### src/rtl/spi_pkg.sv
// Shared types and helpers for the SPI master.
// Holds the FSM state enum and the CPOL/CPHA mode decoders.
package spi_pkg;

   typedef enum logic [1:0] {
      IDLE,
      XFER,
      HOLD
   } spi_state_t;

   function automatic logic cpol(input logic [1:0] mode);
      return mode[1];
   endfunction

   function automatic logic cpha(input logic [1:0] mode);
      return mode[0];
   endfunction

endpackage

### src/rtl/spi_master_clk_gen.sv
// SPI edge timer: counts DIVIDER clk cycles per sclk half-period.
// Ports: clk, rst_n, en (in XFER); lead_edge, trail_edge, last_edge strobes.
module spi_clk_gen
   import spi_pkg::*;
#(
   parameter int DIVIDER    = 5,
   parameter int DATA_WIDTH = 8
) (
   input  logic clk,
   input  logic rst_n,
   input  logic en,
   output logic lead_edge,
   output logic trail_edge,
   output logic last_edge
);

   localparam int CW = (DIVIDER > 1) ? $clog2(DIVIDER) : 1;
   localparam int EW = $clog2(2 * DATA_WIDTH + 1);

   logic [CW-1:0] cnt_q, cnt_d;
   logic [EW-1:0] ecnt_q, ecnt_d;
   logic          tick;

   always_comb begin
      tick   = en && (cnt_q == CW'(DIVIDER - 1));
      cnt_d  = cnt_q;
      ecnt_d = ecnt_q;
      if (!en) begin
         cnt_d  = '0;
         ecnt_d = '0;
      end else if (tick) begin
         cnt_d  = '0;
         ecnt_d = ecnt_q + 1'b1;
      end else begin
         cnt_d  = cnt_q + 1'b1;
      end
      // ecnt_q holds edges already taken, so an even count means
      // the next edge is odd-numbered (leading).
      lead_edge  = tick && !ecnt_q[0];
      trail_edge = tick && ecnt_q[0];
      last_edge  = tick && (ecnt_q == EW'(2 * DATA_WIDTH - 1));
   end

   always_ff @(posedge clk) begin
      if (!rst_n) begin
         cnt_q  <= '0;
         ecnt_q <= '0;
      end else begin
         cnt_q  <= cnt_d;
         ecnt_q <= ecnt_d;
      end
   end

endmodule

### src/rtl/spi_master.sv
// SPI bus master: one select at a time, mode/divider/width by parameter.
// Ports: clk, rst_n, start, tx_data, slave_id, miso in; sclk, mosi, SS_n, ready, rx_data out.
module spi_master
   import spi_pkg::*;
#(
   parameter int         SYS_CLK_FREQ = 50_000_000,
   parameter int         SPI_CLK_FREQ = 5_000_000,
   parameter logic [1:0] SPI_MODE     = 2'd0,
   parameter int         NUM_CS       = 1,
   parameter int         DATA_WIDTH   = 8,
   localparam int        SW           = (NUM_CS > 1) ? $clog2(NUM_CS) : 1
) (
   input  logic                  clk,
   input  logic                  rst_n,
   input  logic                  start,
   input  logic [DATA_WIDTH-1:0] tx_data,
   input  logic [SW-1:0]         slave_id,
   input  logic                  miso,
   output logic                  sclk,
   output logic                  mosi,
   output logic [NUM_CS-1:0]     SS_n,
   output logic                  ready,
   output logic [DATA_WIDTH-1:0] rx_data
);

   localparam int DIVIDER = SYS_CLK_FREQ / (2 * SPI_CLK_FREQ);
   localparam int CW      = (DIVIDER > 1) ? $clog2(DIVIDER) : 1;
   localparam logic CPOL  = cpol(SPI_MODE);
   localparam logic CPHA  = cpha(SPI_MODE);
   localparam logic [SW:0] NCS = (SW + 1)'(NUM_CS);

   if (DIVIDER < 1) begin : g_div_chk
      $error("spi_master: DIVIDER must be at least 1");
   end

   spi_state_t              state_q, state_d;
   logic [DATA_WIDTH-1:0]   tx_sh_q, tx_sh_d;
   logic [DATA_WIDTH-1:0]   rx_sh_q, rx_sh_d;
   logic [DATA_WIDTH-1:0]   rx_data_q, rx_data_d;
   logic [NUM_CS-1:0]       ss_n_q, ss_n_d;
   logic [CW-1:0]           hold_q, hold_d;
   logic                    sclk_q, sclk_d;
   logic                    mosi_q, mosi_d;
   logic                    ready_q, ready_d;
   logic                    lead_edge, trail_edge, last_edge;
   logic                    sample_edge, id_ok;

   spi_clk_gen #(
      .DIVIDER   (DIVIDER),
      .DATA_WIDTH(DATA_WIDTH)
   ) u_clk_gen (
      .clk       (clk),
      .rst_n     (rst_n),
      .en        (state_q == XFER),
      .lead_edge (lead_edge),
      .trail_edge(trail_edge),
      .last_edge (last_edge)
   );

   assign id_ok       = ({1'b0, slave_id} < NCS);
   assign sample_edge = CPHA ? trail_edge : lead_edge;

   always_comb begin
      state_d   = state_q;
      tx_sh_d   = tx_sh_q;
      rx_sh_d   = rx_sh_q;
      rx_data_d = rx_data_q;
      ss_n_d    = ss_n_q;
      hold_d    = hold_q;
      sclk_d    = sclk_q;
      mosi_d    = mosi_q;
      unique case (state_q)
         IDLE: begin
            sclk_d = CPOL;
            mosi_d = 1'b0;
            ss_n_d = '1;
            if (start && id_ok) begin
               state_d = XFER;
               tx_sh_d = tx_data;
               ss_n_d  = ~(NUM_CS'(1) << slave_id);
               if (!CPHA) mosi_d = tx_data[DATA_WIDTH-1];
            end
         end
         XFER: begin
            if (lead_edge || trail_edge) sclk_d = ~sclk_q;
            if (sample_edge)
               rx_sh_d = (rx_sh_q << 1) | DATA_WIDTH'(miso);
            // CPHA=0 preloads the MSB, so it advances on trailing
            // edges; CPHA=1 presents each bit on its leading edge.
            if (!CPHA && trail_edge && !last_edge) begin
               tx_sh_d = tx_sh_q << 1;
               mosi_d  = tx_sh_d[DATA_WIDTH-1];
            end
            if (CPHA && lead_edge) begin
               mosi_d  = tx_sh_q[DATA_WIDTH-1];
               tx_sh_d = tx_sh_q << 1;
            end
            if (last_edge) begin
               rx_data_d = rx_sh_d;
               state_d   = HOLD;
               hold_d    = '0;
            end
         end
         HOLD: begin
            if (hold_q == CW'(DIVIDER - 1)) begin
               state_d = IDLE;
               ss_n_d  = '1;
               mosi_d  = 1'b0;
            end else begin
               hold_d = hold_q + 1'b1;
            end
         end
         default: state_d = IDLE;
      endcase
      ready_d = (state_d == IDLE);
   end

   always_ff @(posedge clk) begin
      if (!rst_n) begin
         state_q   <= IDLE;
         tx_sh_q   <= '0;
         rx_sh_q   <= '0;
         rx_data_q <= '0;
         ss_n_q    <= '1;
         hold_q    <= '0;
         sclk_q    <= CPOL;
         mosi_q    <= 1'b0;
         ready_q   <= 1'b1;
      end else begin
         state_q   <= state_d;
         tx_sh_q   <= tx_sh_d;
         rx_sh_q   <= rx_sh_d;
         rx_data_q <= rx_data_d;
         ss_n_q    <= ss_n_d;
         hold_q    <= hold_d;
         sclk_q    <= sclk_d;
         mosi_q    <= mosi_d;
         ready_q   <= ready_d;
      end
   end

   assign sclk    = sclk_q;
   assign mosi    = mosi_q;
   assign SS_n    = ss_n_q;
   assign ready   = ready_q;
   assign rx_data = rx_data_q;

endmodule

### config.mk
export PLATFORM = sky130hd
export DESIGN_NAME = spi_master
export DESIGN_NICKNAME = d
export VERILOG_FILES = /design/src/rtl/spi_pkg.sv /design/src/rtl/spi_master_clk_gen.sv /design/src/rtl/spi_master.sv
export SDC_FILE = /design/constraint.sdc
export NUM_CORES = 1
export LEC_CHECK = 0
export ABC_AREA = 1
export BUFFER_PORTS_ARGS = -buffer_cell sky130_fd_sc_hd__buf_2
export CORE_MARGIN = 4
export CORE_UTILIZATION = 54
export DETAILED_ROUTE_END_ITERATION = 8
export PLACE_DENSITY_LB_ADDON = 0.3
export SLEW_MARGIN = 20
export SYNTH_ARGS = -nofsm -noshare
export SYNTH_HDL_FRONTEND = slang
export SYNTH_SLANG_ARGS = --single-unit
export TNS_END_PERCENT = 30
### constraint.sdc
create_clock -name clk -period 2.3 [get_ports clk]
set_input_delay 0.115 -clock clk [delete_from_list [all_inputs] [get_ports clk]]
set_output_delay 0.115 -clock clk [all_outputs]
set_load 0.01 [all_outputs]
==> flow_metrics.tcl <==
set metrics [dict create \
    wl_met2_mm 1.54 \
    cts_sinks 40 \
    grt_max_degree 20 \
    fin_crit_sh 0.753 \
    crit_chain "ha_1 > nand2_1 > nor2_1 > ha_1 > nand2_4 > nand2_1 > nand2_1 > inv_1 > nand2_1 > nand2_1 > nor2_1" \
    p_clk_frac 0.350 \
    grt_pass1_vias 1448 \
    synth-seq-cells 40 \
    crit_required_ns 2.55 \
    final-setup-viol-count 0 \
    max_freq_mhz 578 \
    die_x_um 67.4 \
    hold_start "tx_data[0]" \
    worst_slew_pin_slew_ns 0.528 \
    nNetsFinal 304 \
    grt_overflow 0 \
    drt_wl_total_mm 3.41 \
    status "finished clean" \
    syn2layout_area_growth_pct 12.0 \
    hold_class "primary input to register" \
    ant_nets 0 \
    synth_nets 279 \
    placed_cells 320 \
    worst-path-stages 11 \
    rr_startpoint "u_clk_gen.ecnt_q[0]" \
    clk_pin_slew_ns 0.12 \
    power_density_nw_per_um2 624 \
    layout.cells.non_filler 328 \
    total_power_mw 1.33 \
    setup.worst_path.end_class "register" \
    reg2reg_slack_ns 0.57 \
    start_util 0.567 \
    avgSynthCellArea_um2 7.44 \
    crit_path_max_fanout 19 \
    rsz0062_at_grt "no" \
    postCtsHoldBufs 0 \
    p_seq_frac 0.546 \
    pre_cts_slack_ns 0.590 \
    relSlewSlack 0.646 \
    final_common_cell "nand2_1" \
    drt_iter0_markers 101 \
    viasPerCell 4.86 \
    crit_path_frequent_cell "nand2_1" \
    clk_path_buf_depth 2 \
    vias 1593 \
    cts-root-buf "clkbuf_4" \
    cp-start-kind "register" \
    reg2reg_depth 11 \
    whs_ns 0.0188 \
    critPathMaxStageDelay_ns 0.44 \
    finalWorstSetupSlack_ns 0.569 \
    insertion_delay_ns 0.34 \
    layout_common_cells "nand2_1 (56), dfxtp_1 (40), inv_1 (36), a21oi_1 (34), buf_2 (24)" \
    p_comb_frac 0.104 \
    ios 25 \
    wl_met3_um 163 \
    cts_tree "done" \
    critPathSlowestCell "dfxtp_1" \
    drc 0 \
    htreeDepth 2 \
    maxSlewViolCount 0 \
    critPathKind "register to register" \
    p_leak_nw 1.06 \
    crit_family "simple AND/OR/NAND/NOR gates" \
    fin_skew_ns 0.00588 \
    worst-path-buf-inv 1 \
    routabilityCongestion 0.798 \
    drive_gt1_frac 0.152 \
    dieArea_um2 4540 \
    dr.pass1.iters 4 \
    antenna_found_initial 0 \
    p_int_mw 0.996 \
    synth_seq_area_share 0.420 \
    die_h_um 67.4 \
    ys_warn_count 0 \
    antennaDiodeCount 0 \
    vdd_ir_drop_max_v 0.000343 \
    syn_area_um2 1910 \
    wl_per_cell_um 10.4 \
    ctsResizeCount 0 \
    core_um2 3360 \
    rows 21 \
    grt_usage 0.175 \
    hold_violations 0 \
    portBuffers 24 \
    swShare 0.253 \
    worstHoldPathCells 3 \
    crit_start "u_clk_gen.ecnt_q[0]" \
    syn_inst 256 \
    grt_pass1_wl_mm 6.13 \
    wl_met1_mm 1.68 \
    cts-buffers-inserted 5 \
    cts_setup_buffers 0 \
    setup_tns_ns 0 \
    top_layer "met4" \
    min_period_ns 1.73 \
    maxCapViolCount 0 \
    critical_path_arrival_ns 1.98 \
    switchingPower_mw 0.337 \
    yosysUniqueCellTypes 26 \
    hpwl_mm 2.45 \
]
## worst paths after layout
| path | to |
|---|---|
| hold reg to reg | u_clk_gen.cnt_q[0] |
| setup reg to reg | hold_q[1] |
| hold / removal | tx_sh_q[0] |
| setup / recovery | hold_q[1] |
## area by class of cell
| cell class | instances | area [µm²] |
|---|---|---|
| Multi-Input combinational cell | 170 | 922 |
| Sequential cell | 40 | 801 |
| Inverter | 39 | 146 |
| Timing Repair Buffer | 25 | 128 |
| Clock buffer | 5 | 37.5 |
| Tap cell | 46 | 57.6 |
| Fill cell | 312 | 1230 |
| Clock inverter | 3 | 42.5 |
## flip-flops by register name, indices dropped and copies added (netlist names)
name,count
SS_n,1
hold_q,3
mosi,1
ready,1
rx_data,8
rx_sh_q,8
sclk,1
state_q,2
tx_sh_q,7
u_clk_gen.cnt_q,3
u_clk_gen.ecnt_q,5
## cells in the mapped netlist (all sizes together)
library cell | instances | share of area
nand2 | 60 | 0.13
o21ai | 11 | 0.029
a21oi | 35 | 0.094
ha | 10 | 0.066
mux2i | 6 | 0.032
buf | 4 | 0.013
or2 | 1 | 0.0033
o21a | 1 | 0.0039
xor2 | 2 | 0.0092
inv | 37 | 0.073
clkinv | 2 | 0.0039
nand3 | 20 | 0.058
xnor2 | 1 | 0.0046
nand4 | 2 | 0.0066
dfxtp | 40 | 0.42
a211o | 1 | 0.0046
nor2 | 20 | 0.048
clkbuf | 3 | 0.0059
## worst min-delay path, delay by kind of cell
family | cells | cell delay [ns]
AO/OA/AOI/OAI | 1 | 0.05
buffers and inverters | 1 | 0.10
AND/OR/NAND/NOR | 1 | 0.07
## per-stage QoR
step            util  area, µm²
6_report       0.635       2130
5_1_grt        0.635       2130
4_1_cts        0.635       2130
3_5_place_dp   0.611       2050
3_3_place_gp   0.611       2050
2_1_floorplan      -       1910
## cells by family (layout without fill, tap and decap cells)
group | after synthesis | after routing | synth area share
fa+ha+maj | 10 | 10 | 0.0657
compound gates | 48 | 48 | 0.131
flops | 40 | 40 | 0.420
simple gates | 103 | 103 | 0.242
mux | 6 | 6 | 0.0315
xor+xnor | 3 | 3 | 0.0138
buf+inv | 46 | 72 | 0.0959
## power by group through the flow
stage          clock network [mW]  registers (mW)  logic, mW
5_1_grt                     0.510           0.730      0.162
3_3_place_gp                    0           0.743      0.136
3_5_place_dp                    0           0.743      0.138
4_1_cts                     0.482           0.728      0.139
6_report                    0.467           0.728      0.138
2_1_floorplan                   0           0.743      0.108
## layer usage
| layer | GRT usage | up-vias |
|---|---|---|
| met4 | 0.0557 | 0 |
| li1 | - | 866 |
| met2 | 0.286 | 29 |
| met5 | 0 | - |
| met3 | 0.0532 | 4 |
| met1 | 0.220 | 694 |
Power figures use the tool's default switching activity.
